### config.mk
export PLATFORM = sky130hd
export DESIGN_NAME = seq_code_lock
export DESIGN_NICKNAME = d
export VERILOG_FILES = /design/src/rtl/seq_code_lock.sv
export SDC_FILE = /design/constraint.sdc
export NUM_CORES = 1
export LEC_CHECK = 0
export ABC_AREA = 1
export CELL_PAD_IN_SITES_DETAIL_PLACEMENT = 1
export CELL_PAD_IN_SITES_GLOBAL_PLACEMENT = 1
export CORE_ASPECT_RATIO = 2
export CORE_UTILIZATION = 44
export DETAILED_ROUTE_END_ITERATION = 16
export GPL_TIMING_DRIVEN = 0
export PLACE_DENSITY_LB_ADDON = 0.2
export SLEW_MARGIN = 20
export SYNTH_ARGS = -nofsm -noshare
export SYNTH_HDL_FRONTEND = slang
export SYNTH_SLANG_ARGS = --single-unit
### constraint.sdc
create_clock -name Clk -period 2.3 [get_ports Clk]
set_input_delay 0.46 -clock Clk [delete_from_list [all_inputs] [get_ports Clk]]
set_output_delay 0.46 -clock Clk [all_outputs]
set_load 0.01 [all_outputs]
### src/rtl/seq_code_lock.sv
// seq_code_lock: sequence-code detector with loadable code,
// per-press timeout and lockout after repeated failures.
//
// Ports:
//   Clk, Rst_n        clock (rising edge), async active-low reset
//   S                 arm / restart entry
//   Btn[NUM_BTN]      raw button levels
//   CodeLd            write CodeVal into code[CodeIdx] (IDLE only)
//   CodeIdx, CodeVal  code element index / button index
//   U, Fail           one-cycle unlock / failure pulses
//   Locked            high during lockout
//   Busy              high while a code is being entered
module seq_code_lock #(
  parameter int NUM_BTN  = 4,
  parameter int CODE_LEN = 4,
  parameter logic [CODE_LEN*$clog2(NUM_BTN)-1:0]
    RST_CODE = 8'h18,
  parameter int TIMEOUT  = 255,
  parameter int MAX_FAIL = 3,
  parameter int LOCK_CYC = 1000,
  localparam int W = $clog2(NUM_BTN),
  localparam int K = (CODE_LEN > 1) ?
                     $clog2(CODE_LEN) : 1
) (
  input  logic               Clk,
  input  logic               Rst_n,
  input  logic               S,
  input  logic [NUM_BTN-1:0] Btn,
  input  logic               CodeLd,
  input  logic [K-1:0]       CodeIdx,
  input  logic [W-1:0]       CodeVal,
  output logic               U,
  output logic               Fail,
  output logic               Locked,
  output logic               Busy
);

  localparam int TW = $clog2(TIMEOUT + 1);
  localparam int LW = $clog2(LOCK_CYC + 1);
  localparam int FW = $clog2(MAX_FAIL + 1);

  localparam logic [K-1:0]  K_LAST =
    K'(CODE_LEN - 1);
  localparam logic [TW-1:0] T_LAST =
    TW'(TIMEOUT - 1);
  localparam logic [LW-1:0] L_LAST =
    LW'(LOCK_CYC - 1);
  localparam logic [FW-1:0] F_MAX =
    FW'(MAX_FAIL);

  typedef enum logic [1:0] {
    IDLE,
    ENTER,
    LOCKOUT
  } state_t;

  state_t state_q, state_d;

  logic [K-1:0]       k_q, k_d;
  logic [TW-1:0]      tmr_q, tmr_d;
  logic [LW-1:0]      lck_q, lck_d;
  logic [FW-1:0]      fcnt_q, fcnt_d;
  logic [NUM_BTN-1:0] btn_q;
  logic [W-1:0]       code_q [CODE_LEN];

  logic         u_d, fail_d, fail_ev;
  logic         press, hit, code_wr;
  logic [W-1:0] btn_idx;

  // A press is the first cycle any button is
  // down after all buttons were released.
  assign press = (|Btn) & ~(|btn_q);

  assign code_wr = (state_q == IDLE) && CodeLd &&
                   (int'(CodeIdx) < CODE_LEN) &&
                   (int'(CodeVal) < NUM_BTN);

  always_comb begin
    btn_idx = '0;
    for (int i = 0; i < NUM_BTN; i++)
      if (Btn[i]) btn_idx = W'(i);
  end

  assign hit = $onehot(Btn) &&
               (btn_idx == code_q[k_q]);

  always_comb begin
    state_d = state_q;
    k_d     = k_q;
    tmr_d   = tmr_q;
    lck_d   = lck_q;
    fcnt_d  = fcnt_q;
    u_d     = 1'b0;
    fail_d  = 1'b0;
    fail_ev = 1'b0;

    unique case (state_q)
      IDLE: begin
        if (S) begin
          state_d = ENTER;
          k_d     = '0;
          tmr_d   = '0;
        end
      end
      ENTER: begin
        if (S) begin
          k_d   = '0;
          tmr_d = '0;
        end else if (press && hit) begin
          if (k_q == K_LAST) begin
            u_d     = 1'b1;
            fcnt_d  = '0;
            state_d = IDLE;
          end else begin
            k_d   = k_q + 1'b1;
            tmr_d = '0;
          end
        end else if (press) begin
          fail_ev = 1'b1;
        end else if (tmr_q == T_LAST) begin
          fail_ev = 1'b1;
        end else begin
          tmr_d = tmr_q + 1'b1;
        end
      end
      LOCKOUT: begin
        if (lck_q == L_LAST) begin
          lck_d   = '0;
          fcnt_d  = '0;
          state_d = IDLE;
        end else begin
          lck_d = lck_q + 1'b1;
        end
      end
      default: state_d = IDLE;
    endcase

    if (fail_ev) begin
      fail_d = 1'b1;
      fcnt_d = (fcnt_q == F_MAX) ?
               fcnt_q : fcnt_q + 1'b1;
      if (fcnt_d == F_MAX) begin
        state_d = LOCKOUT;
        lck_d   = '0;
      end else begin
        state_d = IDLE;
      end
    end
  end

  always_ff @(posedge Clk or negedge Rst_n) begin
    if (!Rst_n) begin
      state_q <= IDLE;
      k_q     <= '0;
      tmr_q   <= '0;
      lck_q   <= '0;
      fcnt_q  <= '0;
      btn_q   <= '0;
      U       <= 1'b0;
      Fail    <= 1'b0;
      Locked  <= 1'b0;
      Busy    <= 1'b0;
      for (int i = 0; i < CODE_LEN; i++)
        code_q[i] <= RST_CODE[i*W +: W];
    end else begin
      state_q <= state_d;
      k_q     <= k_d;
      tmr_q   <= tmr_d;
      lck_q   <= lck_d;
      fcnt_q  <= fcnt_d;
      btn_q   <= Btn;
      U       <= u_d;
      Fail    <= fail_d;
      Locked  <= (state_d == LOCKOUT);
      Busy    <= (state_d == ENTER);
      if (code_wr)
        code_q[CodeIdx] <= CodeVal;
    end
  end

endmodule

==> flow_summary_export.csv <==
group,metric,value,unit
yosys,avgSynthCellArea,7.87,sq um
cells_and_area,nNetsFinal,357,
clock_tree,clock_latency,0.30,ns
yosys,netlist_area,0.00233,sq mm
setup_path,path_buf_inv,6,
setup_path,critical_path_required,2.47,ns
clock_tree,cts.sinks,40,
grt,track_usage,23.7,%
floorplan,rows,37,
cells_and_area,area_growth,31.1,%
yosys,synth_cell_types,31,
grt,grt_max_degree,26,
floorplan,die_h,105,um
yosys,synth.largest_area_cell,"dfrtp_1",
floorplan,initial_core_util,45.3,%
placed_design,numPortBuffers,14,
floorplan,core,0.00514,sq mm
clock_tree,cts.htree.levels,2,
placed_design,place_hpwl,4.29,mm
setup_path,cp_slowest_cell,"fa_1",
cells_and_area,multi_input_area,0.00138,sq mm
sta,finClkSkew,0.00739,ns
sta,setup_ws,-0.164,ns
floorplan,io_pins,16,
drt,via_count,2033,
drt,routed_via_density,5.19,
yosys,ys_ff_latch,40,
placed_design,gp_congestion,0.811,
drt,drt_iter0_drc,30,
drt,first_pass_iters,4,
setup_path,cp-start-kind,"primary input",
power_and_ir_drop,p_per_area,900,mW/mm^2
setup_path,cp_common_cell,"nor2_4",
sta,slew_viol_final,0,
setup_path,path_delay_family,"adder cells",
yosys,synthesis.nets,320,
run_status,violations,"setup timing",
drt,avgRoutedWirePerCell,14.9,um
sta,min_period,2.46,ns
cells_and_area,n_fill_cell,625,
setup_path,worst-setup-path-type,"in2reg",
sta,hold_viol_final,0,
setup_path,arrival,2.64,ns
yosys,synth.top_cell.area_share,40.8,%
floorplan,dieArea,0.00560,sq mm
setup_path,crit_chain,"buf_12 > inv_8 > fa_1 > inv_1 > ha_2 > ha_4 > nor2_4 > nand2_2 > inv_2 > nand2_2 > nor2_4 > nand2_4 > nand3_4 > buf_12 > nor2_4 > inv_2 > nand2_4 > nor3_2",
setup_path,reg2regPathDepth,11,
yosys,synth_area_leaders,"dfrtp_1 (41%), nand2_1 (11%), nor2_1 (6.6%), inv_1 (6.1%), ha_1 (5.9%)",
grt,grt_pass1_vias,2230,
drt,drc,0,
grt,antenna_found_initial,0,
setup_path,r2r_end,"tmr_q[5]",
yosys,synth_flop_cell,"dfrtp_1",
sta,setup_viol,25,
yosys,yosysWarnings,0,
sta,fmax,406,MHz
clock_tree,cts.clk_slew.worst_paths,0.08,ns
cells_and_area,regArea,0.00100,sq mm
setup_path,crit_fanout,6,
min_path,min_path_type,"in2async",
sta,timing.final.crit_share,107,%
grt,overflow,0,
power_and_ir_drop,leakage,1.41,nW
grt,grt_pass1_wl,9.74,mm
yosys,synth_common_cells,"nand2_1 (70), nor2_1 (41), dfrtp_1 (38), inv_1 (38), nand3_1 (17)",
yosys,synth_edf_count,0,
setup_path,regToRegSetupSlack,-0.01,ns
clock_tree,numCtsBuffers,5,
yosys,postSynthCellCount,296,
cells_and_area,drive_gt1_share,29.0,%
clock_tree,cts_root_buf,"clkbuf_8",
drt,ant_nets,0,
cells_and_area,diodes,0,
yosys,synth_seq_area_share,43.1,%
clock_tree,cts_tree,"yes",
sta,max_slew.worst_pin.slew,0.473,ns
run,drv_cap,0,
setup_path,reg2reg_from,"state_q[1]",
run_status,status,"finished with violations",
power_and_ir_drop,peakVddDrop,646,uV
sta,hold_slack,0.0788,ns
yosys,async_reset_ff_share,100,%
setup_path,max_stage_delay,0.53,ns
sta,fin_tns_setup,-2.50,ns
floorplan,fp.dieW,53.4,um
yosys,synth.most_common_cell,"nand2_1",
sta,maxSlewHeadroom,68.4,%
drt,routed_wl,5.85,mm
sta,rsz0062_at_grt,"yes",
setup_path,crit_path_end_kind,"flop",
clock_tree,clockBufferDepth,2,
==> through the flow <==
| step | area (sq um) | utilization [%] | std cells | total power [W] | setup slack [ns] |
|---|---|---|---|---|---|
| 2_1_floorplan | 2380 | - | 296 | 0.00168 | -0.213 |
| 3_3_place_gp | 2590 | 50.4 | 368 | 0.00189 | -1.08 |
| 3_5_place_dp | 2600 | 50.7 | 369 | 0.00194 | -1.20 |
| 4_1_cts | 2900 | 56.4 | 389 | 0.00261 | -0.182 |
| 5_1_grt | 3050 | 59.4 | 392 | 0.00296 | -0.240 |
| 6_report | 3050 | 59.4 | 392 | 0.00275 | -0.164 |
==> routing by layer <==
layer | track usage [%] | vias to the layer above | wire (um)
li1 | - | 1005 | -
met1 | 22.9 | 984 | 2090
met2 | 44.9 | 29 | 3510
met3 | 3.49 | 15 | 93
met4 | 10.7 | 0 | 162
met5 | 0 | - | 0
==> worst max-delay path by stage <==
| stage | startpoint | cells past startpoint | slack, ns | to |
|---|---|---|---|---|
| 2_1_floorplan | Btn[3] | 16 | -0.21 | tmr_q[3] |
| 3_3_place_gp | Btn[3] | 18 | -1.08 | tmr_q[2] |
| 3_5_place_dp | Btn[3] | 18 | -1.20 | tmr_q[2] |
| 4_1_cts | Btn[3] | 18 | -0.18 | tmr_q[2] |
| 5_1_grt | Btn[3] | 18 | -0.24 | lck_q[9] |
| 6_report | Btn[3] | 18 | -0.16 | lck_q[9] |
==> kinds of logic after synthesis <==
logic type	Yosys count	synth area share [%]
and+or+nand+nor	157	31.4
buffers and inverters	45	7.74
DFF	40	43.1
AOI/OAI and AO/OA	33	7.63
adders and majority gates	12	6.77
xor gates and xnor gates	9	3.39
==> repair_timing <==
| action | in CTS | in global routing |
|---|---|---|
| hold buffers | 0 | 0 |
| gates resized for setup | 43 | 32 |
| buffers inserted | 11 | 4 |
| cloned | 1 | 0 |
| pin swaps | 11 | 11 |
| endpoints found under the setup margin | 28 | 28 |
==> power by group <==
part | internal (W) | switching, W
clock network | 0.000322 | 0.000245
registers | 0.000871 | 0.000136
logic | 0.000452 | 0.000721
==> placed cells by master (no fill, tap or decap), drive strengths merged <==
| master | n |
|---|---|
| xnor2 | 2 |
| a21boi | 1 |
| o21ai | 20 |
| ha | 11 |
| nor4 | 1 |
| nor2 | 45 |
| inv | 42 |
| clkbuf | 8 |
| nor3b | 4 |
| nand4 | 3 |
| nor3 | 7 |
| dfrtp | 38 |
| clkdlybuf4s50 | 10 |
| xor2 | 7 |
| nand2 | 73 |
| fa | 1 |
| clkinv | 1 |
| nand3 | 22 |
| a21oi | 11 |
| buf | 21 |
| o21bai | 1 |
| dfstp | 2 |
| bufinv | 1 |
| or2 | 2 |
==> sequential cells by signal, summed over array words and instances (netlist names) <==
register,count
btn_q,4
tmr_q,8
U,1
Fail,1
state_q,2
k_q,2
lck_q,10
code_q,8
fcnt_q,2
Locked,1
Busy,1
==> layout make-up <==
| type | instances | share of cell area, % |
|---|---|---|
| multi-input combinational | 211 | 45.1 |
| tap | 58 | 2.38 |
| inverter | 42 | 5.49 |
| timing repair buffer | 30 | 10.0 |
| sequential | 40 | 32.9 |
| clock buffer | 6 | 2.38 |
| buffer | 3 | 0.656 |
| clock inverter | 2 | 1.15 |
Power figures use the tool's default switching activity.
